**src/rtl/lsu_pkg.sv**
```systemverilog
// rtl/lsu_pkg.sv - shared types, encodings and helpers for the load/store initiator
// Contents: funct3 encodings, FSM state enum, XLEN/MEM_AW defaults,
//           access-error decode helper.
package lsu_pkg;

    localparam int XLEN_DEF   = 32;
    localparam int MEM_AW_DEF = 6;

    localparam logic [2:0] F3_B  = 3'd0;
    localparam logic [2:0] F3_H  = 3'd1;
    localparam logic [2:0] F3_W  = 3'd2;
    localparam logic [2:0] F3_BU = 3'd4;
    localparam logic [2:0] F3_HU = 3'd5;

    typedef enum logic [2:0] {
        ST_IDLE,
        ST_LOAD,
        ST_RMW_RD,
        ST_WRITE,
        ST_RESP,
        ST_ERR
    } lsu_state_t;

    // Illegal funct3 or misaligned address for the requested access size.
    // Unsigned variants exist only for loads.
    function automatic logic lsu_access_err(input logic       write,
                                            input logic [2:0] funct3,
                                            input logic [1:0] addr_lo);
        logic err;
        case (funct3)
            F3_B:    err = 1'b0;
            F3_H:    err = addr_lo[0];
            F3_W:    err = (addr_lo != 2'b00);
            F3_BU:   err = write;
            F3_HU:   err = write | addr_lo[0];
            default: err = 1'b1;
        endcase
        return err;
    endfunction

endpackage

```
**src/rtl/lsu_lane_align.sv**
```systemverilog
// rtl/lsu_lane_align.sv - combinational load extract/extend and store lane merge
// Ports:
//   i_funct3     access size / signedness
//   i_addr_lo    byte offset within the word
//   i_rdata      memory word as read
//   i_wdata      right-aligned store data
//   o_load_data  selected lane, sign- or zero-extended
//   o_merge_data memory word with the addressed lane replaced by store data
module lsu_lane_align
    import lsu_pkg::*;
#(
    parameter int XLEN = XLEN_DEF
) (
    input  logic [2:0]      i_funct3,
    input  logic [1:0]      i_addr_lo,
    input  logic [XLEN-1:0] i_rdata,
    input  logic [XLEN-1:0] i_wdata,
    output logic [XLEN-1:0] o_load_data,
    output logic [XLEN-1:0] o_merge_data
);

    logic [7:0]  w_byte;
    logic [15:0] w_half;

    always_comb begin
        w_byte = 8'h00;
        case (i_addr_lo)
            2'd0: w_byte = i_rdata[7:0];
            2'd1: w_byte = i_rdata[15:8];
            2'd2: w_byte = i_rdata[23:16];
            2'd3: w_byte = i_rdata[31:24];
            default: w_byte = 8'h00;
        endcase
        w_half = i_addr_lo[1] ? i_rdata[31:16] : i_rdata[15:0];

        o_load_data = i_rdata;
        case (i_funct3)
            F3_B:    o_load_data = {{(XLEN-8){w_byte[7]}}, w_byte};
            F3_BU:   o_load_data = {{(XLEN-8){1'b0}}, w_byte};
            F3_H:    o_load_data = {{(XLEN-16){w_half[15]}}, w_half};
            F3_HU:   o_load_data = {{(XLEN-16){1'b0}}, w_half};
            default: o_load_data = i_rdata;
        endcase

        o_merge_data = i_rdata;
        case (i_funct3)
            F3_B: begin
                case (i_addr_lo)
                    2'd0: o_merge_data[7:0]   = i_wdata[7:0];
                    2'd1: o_merge_data[15:8]  = i_wdata[7:0];
                    2'd2: o_merge_data[23:16] = i_wdata[7:0];
                    2'd3: o_merge_data[31:24] = i_wdata[7:0];
                    default: o_merge_data = i_rdata;
                endcase
            end
            F3_H: begin
                if (i_addr_lo[1])
                    o_merge_data[31:16] = i_wdata[15:0];
                else
                    o_merge_data[15:0]  = i_wdata[15:0];
            end
            default: o_merge_data = i_wdata;
        endcase
    end

endmodule

```
**src/rtl/lsu_mem_master.sv**
```systemverilog
// rtl/lsu_mem_master.sv - load/store initiator to word-addressed data memory
// Ports:
//   clk, rst                 clock, asynchronous active-high reset
//   req_valid/req_ready      request handshake (ready only in IDLE)
//   req_write/req_funct3     store flag and RV32 funct3
//   req_addr/req_wdata       byte address and right-aligned store data
//   resp_valid/resp_rdata/resp_err  one-cycle completion with load data / error
//   mem_read/mem_write/mem_addr/mem_wdata/mem_rdata  memory pins
// Build option: LSU_RANGE_CHK_EN makes nonzero address bits above the
// memory window an access error instead of aliasing.
module lsu_mem_master
    import lsu_pkg::*;
#(
    parameter int MEM_AW = MEM_AW_DEF,
    parameter int XLEN   = XLEN_DEF
) (
    input  logic              clk,
    input  logic              rst,
    input  logic              req_valid,
    output logic              req_ready,
    input  logic              req_write,
    input  logic [2:0]        req_funct3,
    input  logic [XLEN-1:0]   req_addr,
    input  logic [XLEN-1:0]   req_wdata,
    output logic              resp_valid,
    output logic [XLEN-1:0]   resp_rdata,
    output logic              resp_err,
    output logic              mem_read,
    output logic              mem_write,
    output logic [MEM_AW-1:0] mem_addr,
    output logic [XLEN-1:0]   mem_wdata,
    input  logic [XLEN-1:0]   mem_rdata
);

    lsu_state_t        r_state;
    logic [2:0]        r_funct3;
    logic [1:0]        r_addr_lo;
    logic [XLEN-1:0]   r_wdata;
    logic              r_req_ready;
    logic              r_resp_valid;
    logic              r_resp_err;
    logic [XLEN-1:0]   r_resp_rdata;
    logic              r_mem_read;
    logic              r_mem_write;
    logic [MEM_AW-1:0] r_mem_addr;
    logic [XLEN-1:0]   r_mem_wdata;   // doubles as the read-modify-write merge register

    logic              w_range_err;
    logic              w_err;
    logic [XLEN-1:0]   w_load_data;
    logic [XLEN-1:0]   w_merge_data;

`ifdef LSU_RANGE_CHK_EN
    assign w_range_err = |req_addr[XLEN-1:MEM_AW+2];
`else
    logic w_unused_upper_addr;
    assign w_unused_upper_addr = |req_addr[XLEN-1:MEM_AW+2];
    assign w_range_err = 1'b0;
`endif

    assign w_err = lsu_access_err(req_write, req_funct3, req_addr[1:0]) | w_range_err;

    lsu_lane_align #(.XLEN(XLEN)) u_lane_align (
        .i_funct3     (r_funct3),
        .i_addr_lo    (r_addr_lo),
        .i_rdata      (mem_rdata),
        .i_wdata      (r_wdata),
        .o_load_data  (w_load_data),
        .o_merge_data (w_merge_data)
    );

    // Outputs are registered on the transition into the state that owns them,
    // so each strobe is high exactly for the duration of that state.
    always_ff @(posedge clk or posedge rst) begin
        if (rst) begin
            r_state      <= ST_IDLE;
            r_funct3     <= 3'd0;
            r_addr_lo    <= 2'd0;
            r_wdata      <= '0;
            r_req_ready  <= 1'b1;
            r_resp_valid <= 1'b0;
            r_resp_err   <= 1'b0;
            r_resp_rdata <= '0;
            r_mem_read   <= 1'b0;
            r_mem_write  <= 1'b0;
            r_mem_addr   <= '0;
            r_mem_wdata  <= '0;
        end else begin
            r_resp_valid <= 1'b0;
            r_resp_err   <= 1'b0;
            r_mem_read   <= 1'b0;
            r_mem_write  <= 1'b0;
            case (r_state)
                ST_IDLE: begin
                    if (req_valid) begin
                        r_req_ready  <= 1'b0;
                        r_funct3     <= req_funct3;
                        r_addr_lo    <= req_addr[1:0];
                        r_wdata      <= req_wdata;
                        r_mem_addr   <= req_addr[MEM_AW+1:2];
                        r_resp_rdata <= '0;
                        if (w_err) begin
                            r_state      <= ST_ERR;
                            r_resp_valid <= 1'b1;
                            r_resp_err   <= 1'b1;
                        end else if (!req_write) begin
                            r_state    <= ST_LOAD;
                            r_mem_read <= 1'b1;
                        end else if (req_funct3 == F3_W) begin
                            r_state     <= ST_WRITE;
                            r_mem_write <= 1'b1;
                            r_mem_wdata <= req_wdata;
                        end else begin
                            r_state    <= ST_RMW_RD;
                            r_mem_read <= 1'b1;
                        end
                    end
                end
                ST_LOAD: begin
                    r_resp_rdata <= w_load_data;
                    r_resp_valid <= 1'b1;
                    r_state      <= ST_RESP;
                end
                ST_RMW_RD: begin
                    r_mem_wdata <= w_merge_data;
                    r_mem_write <= 1'b1;
                    r_state     <= ST_WRITE;
                end
                ST_WRITE: begin
                    r_resp_valid <= 1'b1;
                    r_state      <= ST_RESP;
                end
                ST_RESP, ST_ERR: begin
                    r_req_ready <= 1'b1;
                    r_state     <= ST_IDLE;
                end
                default: begin
                    r_req_ready <= 1'b1;
                    r_state     <= ST_IDLE;
                end
            endcase
        end
    end

    assign req_ready  = r_req_ready;
    assign resp_valid = r_resp_valid;
    assign resp_err   = r_resp_err;
    assign resp_rdata = r_resp_rdata;
    assign mem_read   = r_mem_read;
    assign mem_write  = r_mem_write;
    assign mem_addr   = r_mem_addr;
    assign mem_wdata  = r_mem_wdata;

endmodule

```
**config.mk**
```make
export PLATFORM = sky130hd
export DESIGN_NAME = lsu_mem_master
export DESIGN_NICKNAME = d
export VERILOG_FILES = /design/src/rtl/lsu_pkg.sv /design/src/rtl/lsu_lane_align.sv /design/src/rtl/lsu_mem_master.sv
export SDC_FILE = /design/constraint.sdc
export NUM_CORES = 1
export LEC_CHECK = 0
export CAP_MARGIN = 40
export CORE_MARGIN = 1
export CORE_UTILIZATION = 43
export DETAILED_ROUTE_END_ITERATION = 8
export PLACE_DENSITY_LB_ADDON = 0.05
export SYNTH_ARGS = -nofsm -noshare
export SYNTH_HDL_FRONTEND = slang
export SYNTH_SLANG_ARGS = --single-unit
```
**constraint.sdc**
```tcl
create_clock -name clk -period 3.5 [get_ports clk]
set_input_delay 0.35 -clock clk [delete_from_list [all_inputs] [get_ports clk]]
set_output_delay 0.35 -clock clk [all_outputs]
set_load 0.05 [all_outputs]
```
-- Word level (Yosys, flattened, before mapping)
Cells that the tools add are included.
- bits in registers: 115
- bits of input ports: 103
- output and inout port bits: 75
- word-level logic and storage cells: 83
- equal/unequal tests: 17
- multiplexer cells: 39
- bitwise gates (word level): 2
- reduce and logical (&&, ||, !) cells: 13
- operator list (cell ; number):
    $pmux 32 s2 ; 3
    $mux 32 ; 5
    $pmux 32 s4 ; 1
    $mux 16 ; 3
    $mux 8 ; 4
    $pmux 8 s4 ; 1
    $mux 1 ; 14
    $eq 3x3->1 const B ; 4
    $eq 3x1->1 const B ; 3
    $eq 3x2->1 const B ; 3
    $logic_not 3->1 ; 3
    $pmux 3 s3 ; 1
    $ne 2x2->1 const B ; 4
    $mux 3 ; 2
    $pmux 1 s2 ; 3
    $reduce_and 2->1 ; 3
    $reduce_bool 2->1 ; 3
    $pmux 1 s5 ; 1
    $reduce_and 5->1 ; 1
    $eq 2x2->1 const B ; 2
    $reduce_or 3->1 ; 1
    $eq 2x1->1 const B ; 1
    $logic_not 2->1 ; 1
    $mux 2 ; 1
    other kinds (3) ; 3

-- Longest topological paths before layout
Gate-level depths: netlist of the first run.
- depth after elaboration: 6
- mapped depth: 8
- depth with buffers taken out: 6

-- By module
Synthesis of the first run repeated with hierarchy kept, for this count alone.
- cells, all modules: 539
- area total of the unflattened synthesis: 6268.5 µm²
- modules (own cells, without submodules) (module ; instances ; cells an instance ; area each (µm²) ; seq. area each (µm²)):
    lsu_mem_master ; 1 ; 340 ; 4936.0 ; 2879.0
    lsu_lane_align ; 1 ; 199 ; 1332.5 ; 0.0

-- Worst setup path after synthesis of the first run
No wires, ideal clock.
- path kind: register -> register
- start: register r_addr_lo[0]
- end: register r_mem_wdata[17], in the netlist mem_wdata[17]
- setup time: 0.133 ns
- arrival: 1.502 ns
- data required time: 3.367 ns
- slack: 1.866 ns
- stages on the path, launching flop included: 8
- period minus slack after synthesis: 1.634 ns
- path through: dfrtp_1 > buf_4 > nor2b_1 > buf_2 > mux2i_1 > nor2_1 > a2111oi_1 > o31ai_2
- cells in the longest elaborated chain, start to end: 4
- RTL lines (what ; RTL line ; source):
    from (decl) ; lsu_mem_master.sv:37 ; logic [1:0] r_addr_lo;
    from (signal assigned) ; lsu_mem_master.sv:98 ; r_addr_lo <= req_addr[1:0];
    $eq 2x2->1 ; lsu_lane_align.sv:48 ; case (i_addr_lo)
    $mux 8 ; lsu_lane_align.sv:48 ;
    $pmux 32 s2 ; lsu_lane_align.sv:46 ; case (i_funct3)
    $pmux 32 s2 ; lsu_mem_master.sv:93 ; case (r_state)
    to (signal assigned) ; lsu_mem_master.sv:112 ; r_mem_wdata <= req_wdata;
    to (signal assigned) ; lsu_mem_master.sv:125 ; r_mem_wdata <= w_merge_data;
    to (decl) ; lsu_mem_master.sv:46 ; logic [XLEN-1:0] r_mem_wdata;
No other way between the ends.
A chain may end at the register's enable or synchronous reset.

-- Worst setup path after layout of the first run
- start: register r_addr_lo[0]
- end: register r_mem_wdata[23], in the netlist mem_wdata[23]
The elaborated chain is that of the path after synthesis.

==> results_dict.tcl, run 1 <==
set metrics [dict create \
    power_w 0.00859 \
    setup_tns_ps 0 \
    busiest_layer "met2" \
    crit_path_cell_trace "nor2b_1 -> mux2i_1 -> nor2_1 -> a2111oi_1 -> o31ai_2" \
    grt_pass1_vias 4961 \
    yosysTopAreaCell "dfrtp_1" \
    vias 5251 \
    cpPeakStageDelay_ps 740 \
    dieHeight_um 121 \
    syn_area_sq_um 6040 \
    clockPowerShare 0.196 \
    cts_resized 0 \
    finalHoldViolCount 0 \
    clkSinkCount 115 \
    critPathBufInv 0 \
    synth.most_common_cell "dfrtp_1" \
    cp_data_required_time_ps 3780 \
    synth.distinct_cells 49 \
    rsz0062_at_grt "no" \
    post_cts_buffers 0 \
    layout-drive-gt1-share 0.160 \
    power_density_nw_per_um2 1040 \
    start_kind "flip-flop" \
    wl_mm 17.6 \
    numCtsBuffers 17 \
    gp_congestion 0.841 \
    viasPerCell 5.64 \
    path_clk_slew_ps 50 \
    period_needed_ps 2320 \
    boundaryPins 178 \
    fin_crit_sh 0.662 \
    avgRoutedWirePerCell_um 18.9 \
    antenna_found_initial 0 \
    met2_usage 0.382 \
    synthesis.nets 701 \
    drtPass1Iterations 5 \
    netlist_top_cells_count "114 x dfrtp_1, 69 x o21ai_0, 59 x nand2_1" \
    grt_pass1_wl_mm 27.4 \
    path_max_fanout 13 \
    grt_max_degree 54 \
    cts_tree "yes" \
    dieWidth_um 121 \
    outcome "complete, no violations" \
    synth.top_cell.area_share 0.472 \
    cts_root_buffer "clkbuf_16" \
    grt-ovfl-total 0 \
    synth_ff_type "dfrtp_1" \
    drtIter0Drc 492 \
    worst_pin_slew_ps 860 \
    critPathKind "flip-flop to flip-flop" \
    synth_edf_count 0 \
    crit_path_end_kind "flip-flop" \
    async_flop_share 1.00 \
    route.antenna.remaining_nets 0 \
    insertion_delay_ps 420 \
    syn_area_per_cell_sq_um 10.1 \
    synth-seq-cells 115 \
    place_hpwl_mm 12.8 \
    io_buffers 153 \
    grt_use_met3 0.0618 \
    post-route-drc-count 0 \
    track_usage 0.252 \
    syn2layout_area_growth_pct 36.4 \
    hold_class "input pin to asynchronous set/reset pin" \
    antenna_cells 0 \
    setup_viol 0 \
    p_leak_nw 3.34 \
    grtUsageMet1 0.348 \
    synthCells 598 \
    nNetsFinal 846 \
    combPwrFrac 0.517 \
    synth.area.top_cells "dfrtp_1 47%, mux2_2 8.6%, o21ai_0 5.7%" \
    fin_skew_ps 10.3 \
    clockBufferDepth 2 \
    report.final.slew_viol_count 0 \
    fp.dieArea_sq_um 14500 \
    start_util 0.449 \
    p_int_w 0.00468 \
    path_delay_family "simple AND/OR/NAND/NOR gates" \
    seq_area_frac_synth 0.476 \
    yosysWarnings 0 \
    h-tree-depth 4 \
    cts_hold_buf 0 \
    core_area_sq_um 13500 \
    power.share.sequential 0.287 \
    worstPathArrival_ps 2600 \
    slew_headroom 0.426 \
    crit_slowest_cell "nor2b_1" \
    irDropWorstVdd_uv 630 \
    n_fill_cell 1161 \
    drv_cap 0 \
    clock.fmax_mhz 431 \
    p_sw_frac 0.455 \
    floorplan.rows 42 \
    switching_power_w 0.00391 \
]
-- worst reg2reg max path: stages, from the launching register on --
cell	delay, ps
dfrtp_1	540
nor2b_1	750
mux2i_1	270
nor2_1	50
a2111oi_1	450
o31ai_2	120
-- registers in the layout (all words and copies together) (netlist names), 2 cells and up --
signal      flops
mem_wdata      32
r_wdata        32
resp_rdata     32
r_addr_lo       2
mem_addr        6
r_state         3
r_funct3        3
-- final cells by class --
class | instances | area [sq um] | share of cell area
clock buffers | 21 | 470 | 0.0571
clock inverters | 10 | 108 | 0.0131
inverters | 7 | 33.8 | 0.00410
multi-input cells | 435 | 2880 | 0.350
flip-flops and latches | 115 | 2880 | 0.349
well taps | 176 | 220 | 0.0267
repair buffers | 167 | 1650 | 0.200
-- power groups by stage --
stage | registers (W) | clock network (W) | logic (W)
after CTS | 0.00246 | 0.00171 | 0.00445
after global placement | 0.00245 | 0 | 0.00439
final | 0.00247 | 0.00169 | 0.00444
after detailed placement | 0.00247 | 0 | 0.00444
after floorplan | 0.00362 | 0 | 0.00194
after global routing | 0.00254 | 0.00177 | 0.00473
-- kinds of logic (layout without fill, tap and decap cells) --
family / Yosys count / after routing / share of synthesized area
compound gates: 213 / 213 / 0.225
simple gates: 145 / 145 / 0.113
flops: 115 / 115 / 0.476
mux: 77 / 77 / 0.138
buf+inv: 48 / 205 / 0.0480
-- layout by cell type, fill, tap and decap left out, drive strengths merged, types with 3 or more instances in the layout --
| cell type | synthesis | layout |
|---|---|---|
| nor2b | 3 | 3 |
| o2bb2ai | 7 | 7 |
| a211oi | 27 | 27 |
| o211ai | 5 | 5 |
| mux2 | 51 | 51 |
| a22o | 8 | 8 |
| clkinvlp | 0 | 3 |
| clkdlybuf4s50 | 0 | 153 |
| inv | 6 | 6 |
| o31ai | 7 | 7 |
| buf | 24 | 14 |
| dfrtp | 114 | 114 |
| clkbuf | 17 | 21 |
| a21oi | 19 | 19 |
| a2111oi | 8 | 8 |
| nand2 | 68 | 68 |
| mux2i | 26 | 26 |
| and2 | 9 | 9 |
| nor2 | 49 | 49 |
| o21bai | 3 | 3 |
| clkinv | 1 | 6 |
| and3 | 5 | 5 |
| o21ai | 115 | 115 |
| o21a | 8 | 8 |
-- routing by layer --
layer | vias up | wire (um)
met5 | - | 0
met4 | 0 | 386
met3 | 31 | 1240
met2 | 218 | 8130
met1 | 2546 | 7800
li1 | 2456 | -
-- worst paths after layout --
kind,from,end,slack (ps),cells after the start
hold / removal,rst,resp_valid,320,2
min in group clk,resp_rdata[16],resp_rdata[16],480,2
setup / recovery,r_addr_lo[0],mem_wdata[23],1180,5
setup reg to reg,r_addr_lo[0],mem_wdata[23],1180,5
hold reg to reg,resp_rdata[16],resp_rdata[16],480,2
max in group asynchronous,rst,mem_addr[4],2450,3
-- through the flow --
stage               instance area, sq um   util  setup WS [ps]  std cells  hold slack (ps)
global placement                    7660  0.570            922        900              466
global route                        8240  0.613           1020        931              384
floorplan                           6040      -            108        598              467
finish                              8240  0.613           1180        931              320
detailed placement                  7660  0.570            901        900              474
CTS                                 8240  0.613           1160        931              330
(Power assumes the default switching activity.)
==> inputs of run 2 (changes only) <==
--- a/config.mk
+++ b/config.mk
@@ -7,7 +7,7 @@
 export LEC_CHECK = 0
 export CAP_MARGIN = 40
 export CORE_MARGIN = 1
-export CORE_UTILIZATION = 43
+export CORE_UTILIZATION = 48
 export DETAILED_ROUTE_END_ITERATION = 8
 export PLACE_DENSITY_LB_ADDON = 0.05
 export SYNTH_ARGS = -nofsm -noshare
==> constraint.sdc (replaced) <==
create_clock -name clk -period 2.2 [get_ports clk]
set_input_delay 0.22 -clock clk [delete_from_list [all_inputs] [get_ports clk]]
set_output_delay 0.22 -clock clk [all_outputs]
set_load 0.05 [all_outputs]
==> run 2 against run 1 <==
Non-clock buffer count rose by 6. Largest power group unchanged. Die area fell by 10%. Worst hold slack got worse by 230 ps. Register-to-register slack got worse by 970 ps.
==> results_dict.tcl, run 2 (same netlist as run 1, synthesis figures left out) <==
set metrics [dict create \
    drtIter0Drc 559 \
    nNetsFinal 852 \
    drv_cap 0 \
    outcome "complete, no violations" \
    start_kind "flip-flop" \
    place_hpwl_mm 12.5 \
    slew_headroom 0.567 \
    route.antenna.remaining_nets 0 \
    track_usage 0.288 \
    power.share.sequential 0.274 \
    irDropWorstVdd_uv 959 \
    numCtsBuffers 17 \
    period_needed_ps 1990 \
    clock.fmax_mhz 503 \
    setup_viol 0 \
    antenna_cells 0 \
    viasPerCell 5.73 \
    core_area_sq_um 12200 \
    report.final.slew_viol_count 0 \
    crit_path_end_kind "flip-flop" \
    dieHeight_um 114 \
    avgRoutedWirePerCell_um 19.2 \
    gp_congestion 0.885 \
    finalInstanceArea_sq_um 8400 \
    path_max_fanout 13 \
    cts_resized 0 \
    cts_tree "yes" \
    h-tree-depth 4 \
    final_common_cell "clkdlybuf4s50_1" \
    clkSinkCount 115 \
    p_leak_nw 3.42 \
    post-route-drc-count 0 \
    fp.dieArea_sq_um 13000 \
    critPathKind "flip-flop to flip-flop" \
    placed_cell_area_sq_um 7750 \
    grt_pass1_wl_mm 28.2 \
    vias 5327 \
    antenna_found_initial 0 \
    fin_skew_ps 7.27 \
    start_util 0.497 \
    combPwrFrac 0.518 \
    cts_root_buffer "clkbuf_16" \
    wl_mm 17.9 \
    final_core_util 0.690 \
    final_cell_mix "153 x clkdlybuf4s50_1, 114 x dfrtp_1, 69 x o21ai_0, 59 x nand2_1, 47 x nor2_1" \
    cp_data_required_time_ps 2480 \
    fin_crit_sh 0.905 \
    grt_pass1_vias 5293 \
    finalHoldViolCount 0 \
    p_sw_frac 0.446 \
    setup_tns_ps 0 \
    drtPass1Iterations 5 \
    syn2layout_area_growth_pct 39.0 \
    floorplan.rows 40 \
    power_density_nw_per_um2 1690 \
    io_buffers 153 \
    reg2regPathDepth 5 \
    worstPathArrival_ps 2270 \
    power_w 0.0142 \
    boundaryPins 178 \
    clockPowerShare 0.208 \
    grt_max_degree 57 \
    rsz0062_at_grt "no" \
    insertion_delay_ps 420 \
    whs_ps 88.7 \
    path_clk_slew_ps 60 \
    grt-ovfl-total 0 \
    post_cts_buffers 0 \
    layout-drive-gt1-share 0.168 \
    worst_pin_slew_ps 644 \
    p_int_w 0.00785 \
    clockBufferDepth 2 \
    switching_power_w 0.00633 \
    dieWidth_um 114 \
    cts_hold_buf 0 \
    hold_class "input pin to asynchronous set/reset pin" \
]
## run 2: area by class of cell
| class | instances | area (sq um) |
|---|---|---|
| inverter | 7 | 35.0 |
| tap | 168 | 210 |
| timing repair buffer | 173 | 1740 |
| fill | 992 | 3760 |
| multi-input combinational | 435 | 2890 |
| clock inverter | 10 | 153 |
| sequential | 115 | 2880 |
| clock buffer | 22 | 484 |
## run 2: routing by layer
metal  up-vias  part of all wire  track usage  wire, um
li1       2463                 -            -         -
met1      2595              0.44        0.392      7930
met2       239              0.47        0.454      8410
met3        30             0.064       0.0598      1140
met4         0             0.022        0.112       387
met5         -                 0            0         0
## run 2: power groups by stage
stage | combinational, W | sequential (W) | clock, W
after floorplan | 0.00309 | 0.00576 | 0
after global placement | 0.00718 | 0.00383 | 0
after detailed placement | 0.00727 | 0.00388 | 0
after CTS | 0.00731 | 0.00386 | 0.00299
after global routing | 0.00781 | 0.00399 | 0.00310
final | 0.00734 | 0.00388 | 0.00295
## run 2: critical path, stage by stage (launching register included)
cell and delay (ps):
dfrtp_1 550, buf_4 250, nand2_1 240, nor2_1 90, a2111oi_1 570, o21ai_1 140
## run 2: worst paths after layout
kind	startpoint	end	slack [ps]
max	r_funct3[0]	mem_wdata[31]	210
min	rst	resp_err	90
max reg2reg	r_funct3[0]	mem_wdata[31]	210
min reg2reg	resp_rdata[13]	resp_rdata[13]	480
max in group asynchronous	rst	mem_wdata[4]	1550
min in group clk	req_addr[6]	mem_addr[4]	410
## run 2: metrics by stage
stage          instances  setup slack (ps)
5_1_grt              930              43.1
3_3_place_gp         898               193
6_report             930               210
3_5_place_dp         898               129
2_1_floorplan        598               566
4_1_cts              930               189
==> inputs of run 3 (changes only) <==
--- a/config.mk
+++ b/config.mk
@@ -12,4 +12,5 @@
 export PLACE_DENSITY_LB_ADDON = 0.05
 export SYNTH_ARGS = -nofsm -noshare
 export SYNTH_HDL_FRONTEND = slang
+export SYNTH_HIERARCHICAL = 1
 export SYNTH_SLANG_ARGS = --single-unit
==> run 3 against run 2 <==
Sequential power increased by 1%. Critical path type unchanged. Synthesized cell count is 9.9% lower. Clock power shrank 13%. Utilization decreased by 0.87 points. Combinational power up 9.1%. Largest cell class unchanged. Critical endpoint is now mem_wdata[26]. Clock skew grew 3.8 ps.
==> results_dict.tcl, run 3 <==
set metrics [dict create \
    place_hpwl_mm 13.3 \
    power_density_nw_per_um2 1680 \
    final_cell_mix "153 x clkdlybuf4s50_1, 114 x dfrtp_1, 104 x mux2i_1, 54 x nand2_1, 51 x mux2_1" \
    dieWidth_um 116 \
    setup_tns_ps 0 \
    seq_area_frac_synth 0.459 \
    clockBufferDepth 2 \
    clock.fmax_mhz 493 \
    grt_pass1_wl_mm 27.4 \
    irDropWorstVdd_uv 935 \
    setup_viol 0 \
    syn_area_per_cell_sq_um 11.6 \
    crit_path_end_kind "flip-flop" \
    cp_data_required_time_ps 2530 \
    start_util 0.495 \
    gp_congestion 0.869 \
    path_max_fanout 6 \
    p_leak_nw 3.84 \
    yosysTopAreaCell "dfrtp_1" \
    numCtsBuffers 17 \
    synth.top_cell.area_share 0.455 \
    core_area_sq_um 12700 \
    antenna_found_initial 0 \
    syn_area_sq_um 6270 \
    setup_slack_ps 171 \
    dr.max_layer_used "met4" \
    wl_mm 18.4 \
    synth-seq-cells 115 \
    fin_skew_ps 11.1 \
    avgRoutedWirePerCell_um 20.8 \
    synth.most_common_cell "dfrtp_1" \
    grt-ovfl-total 0 \
    dr_wl_met3_mm 1.48 \
    worst_pin_slew_ps 684 \
    nNetsFinal 803 \
    rsz0062_at_grt "no" \
    io_buffers 153 \
    cts_hold_buf 0 \
    wirelength_met1_mm 7.85 \
    worstPathArrival_ps 2360 \
    seq_area_sq_um 2880 \
    clkSinkCount 115 \
    synth.distinct_cells 39 \
    post_cts_buffers 0 \
    yosysWarnings 6 \
    slew_headroom 0.538 \
    cts_tree "yes" \
    boundaryPins 178 \
    drv_cap 0 \
    layout-drive-gt1-share 0.0982 \
    critPathKind "flip-flop to flip-flop" \
    period_needed_ps 2030 \
    drtPass1Iterations 7 \
    placed_cell_area_sq_um 8090 \
    multi_input_area_sq_um 3130 \
    report.final.slew_viol_count 0 \
    synth_ff_type "dfrtp_1" \
    netlist_top_cells_count "114 x dfrtp_1, 104 x mux2i_1, 54 x nand2_1" \
    route.antenna.remaining_nets 0 \
    drtIter0Drc 369 \
    cts_root_buffer "clkbuf_16" \
    wl_met2_mm 8.68 \
    fin_crit_sh 0.922 \
    h-tree-depth 4 \
    synthCells 539 \
    antenna_cells 0 \
    place_ws_ps 120 \
    track_usage 0.278 \
    grt_pass1_vias 5050 \
    outcome "complete, no violations" \
    insertion_delay_ps 420 \
    finalHoldViolCount 0 \
    synth_edf_count 0 \
    post-route-drc-count 0 \
    grt_max_degree 83 \
    syn2layout_area_growth_pct 37.8 \
    fp.dieArea_sq_um 13500 \
    floorplan.rows 41 \
    hold_class "input pin to asynchronous set/reset pin" \
    synthesis.nets 642 \
    synth.area.top_cells "dfrtp_1 46%, mux2i_1 17%, mux2_1 9.2%" \
    async_flop_share 1.00 \
    n_fill_cell 995 \
    dieHeight_um 116 \
    vias 5220 \
    final_common_cell "clkdlybuf4s50_1" \
    start_kind "flip-flop" \
    cts_resized 0 \
    path_clk_slew_ps 50 \
    viasPerCell 5.90 \
    finalInstanceArea_sq_um 8640 \
]
-- run 3: changes by cell type after synthesis, moves of 32 or more --
cell / delta
mux2i_1: +78
nor2_1: -32
a22o_1: +40
o21ai_1: -43
mux2_1: +46
mux2_2: -46
o21ai_0: -67
-- run 3: worst paths after layout --
kind	startpoint	slack [ps]	to	cells after the start
max in group asynchronous	rst	1550	req_ready	3
worst min register to register	req_ready	480	req_ready	2
worst max register to register	r_funct3[1]	170	mem_wdata[26]	6
worst max-delay path	r_funct3[1]	170	mem_wdata[26]	6
worst min-delay path	rst	280	mem_wdata[28]	3
min in group clk	req_addr[4]	400	mem_addr[2]	2
-- run 3: power by group --
part | internal [W] | leakage (nW) | switching [W] | total, W
combinational | 0.00320 | 2.14 | 0.00481 | 0.00801
sequential | 0.00313 | 1.43 | 0.000788 | 0.00392
clock | 0.00163 | 0.268 | 0.000927 | 0.00256
total | 0.00795 | 3.84 | 0.00653 | 0.0145
-- run 3: metal layers --
| layer | GRT usage | up-vias |
|---|---|---|
| li1 | - | 2352 |
| met1 | 0.356 | 2596 |
| met2 | 0.441 | 236 |
| met3 | 0.0981 | 36 |
| met4 | 0.0897 | 0 |
| met5 | 0 | - |
-- run 3: cell type report --
| type | instances | share of cell area |
|---|---|---|
| flip-flops and latches | 115 | 0.333 |
| clock buffers | 26 | 0.0566 |
| multi-input cells | 376 | 0.363 |
| repair buffers | 186 | 0.214 |
| inverters | 4 | 0.00217 |
| well taps | 172 | 0.0249 |
| clock inverters | 6 | 0.00666 |
-- run 3: per-stage QoR --
stage | utilization | std cells | power, W | hold slack (ps)
2_1_floorplan | - | 539 | 0.00921 | 355
5_1_grt | 0.682 | 885 | 0.0151 | 329
6_report | 0.682 | 885 | 0.0145 | 280
4_1_cts | 0.682 | 885 | 0.0145 | 305
3_5_place_dp | 0.639 | 853 | 0.0119 | 478
3_3_place_gp | 0.637 | 851 | 0.0116 | 469
-- run 3: logic make-up (layout without fill, tap and decap cells) --
| logic type | count (synthesis) | after routing | synth area share |
|---|---|---|---|
| AND/OR/NAND/NOR | 119 | 119 | 0.0950 |
| multiplexers | 156 | 156 | 0.261 |
| buffers and inverters | 48 | 222 | 0.0439 |
| AO/OA/AOI/OAI | 101 | 101 | 0.141 |
| flip-flops | 115 | 115 | 0.459 |
-- run 3: worst max-delay path, stage by stage, from the launching register on --
cell and delay [ps]:
dfrtp_1 410, nor4bb_1 620, clkdlybuf4s15_2 370, a22o_1 140, a221o_1 130, mux2i_1 90, mux2i_1 180
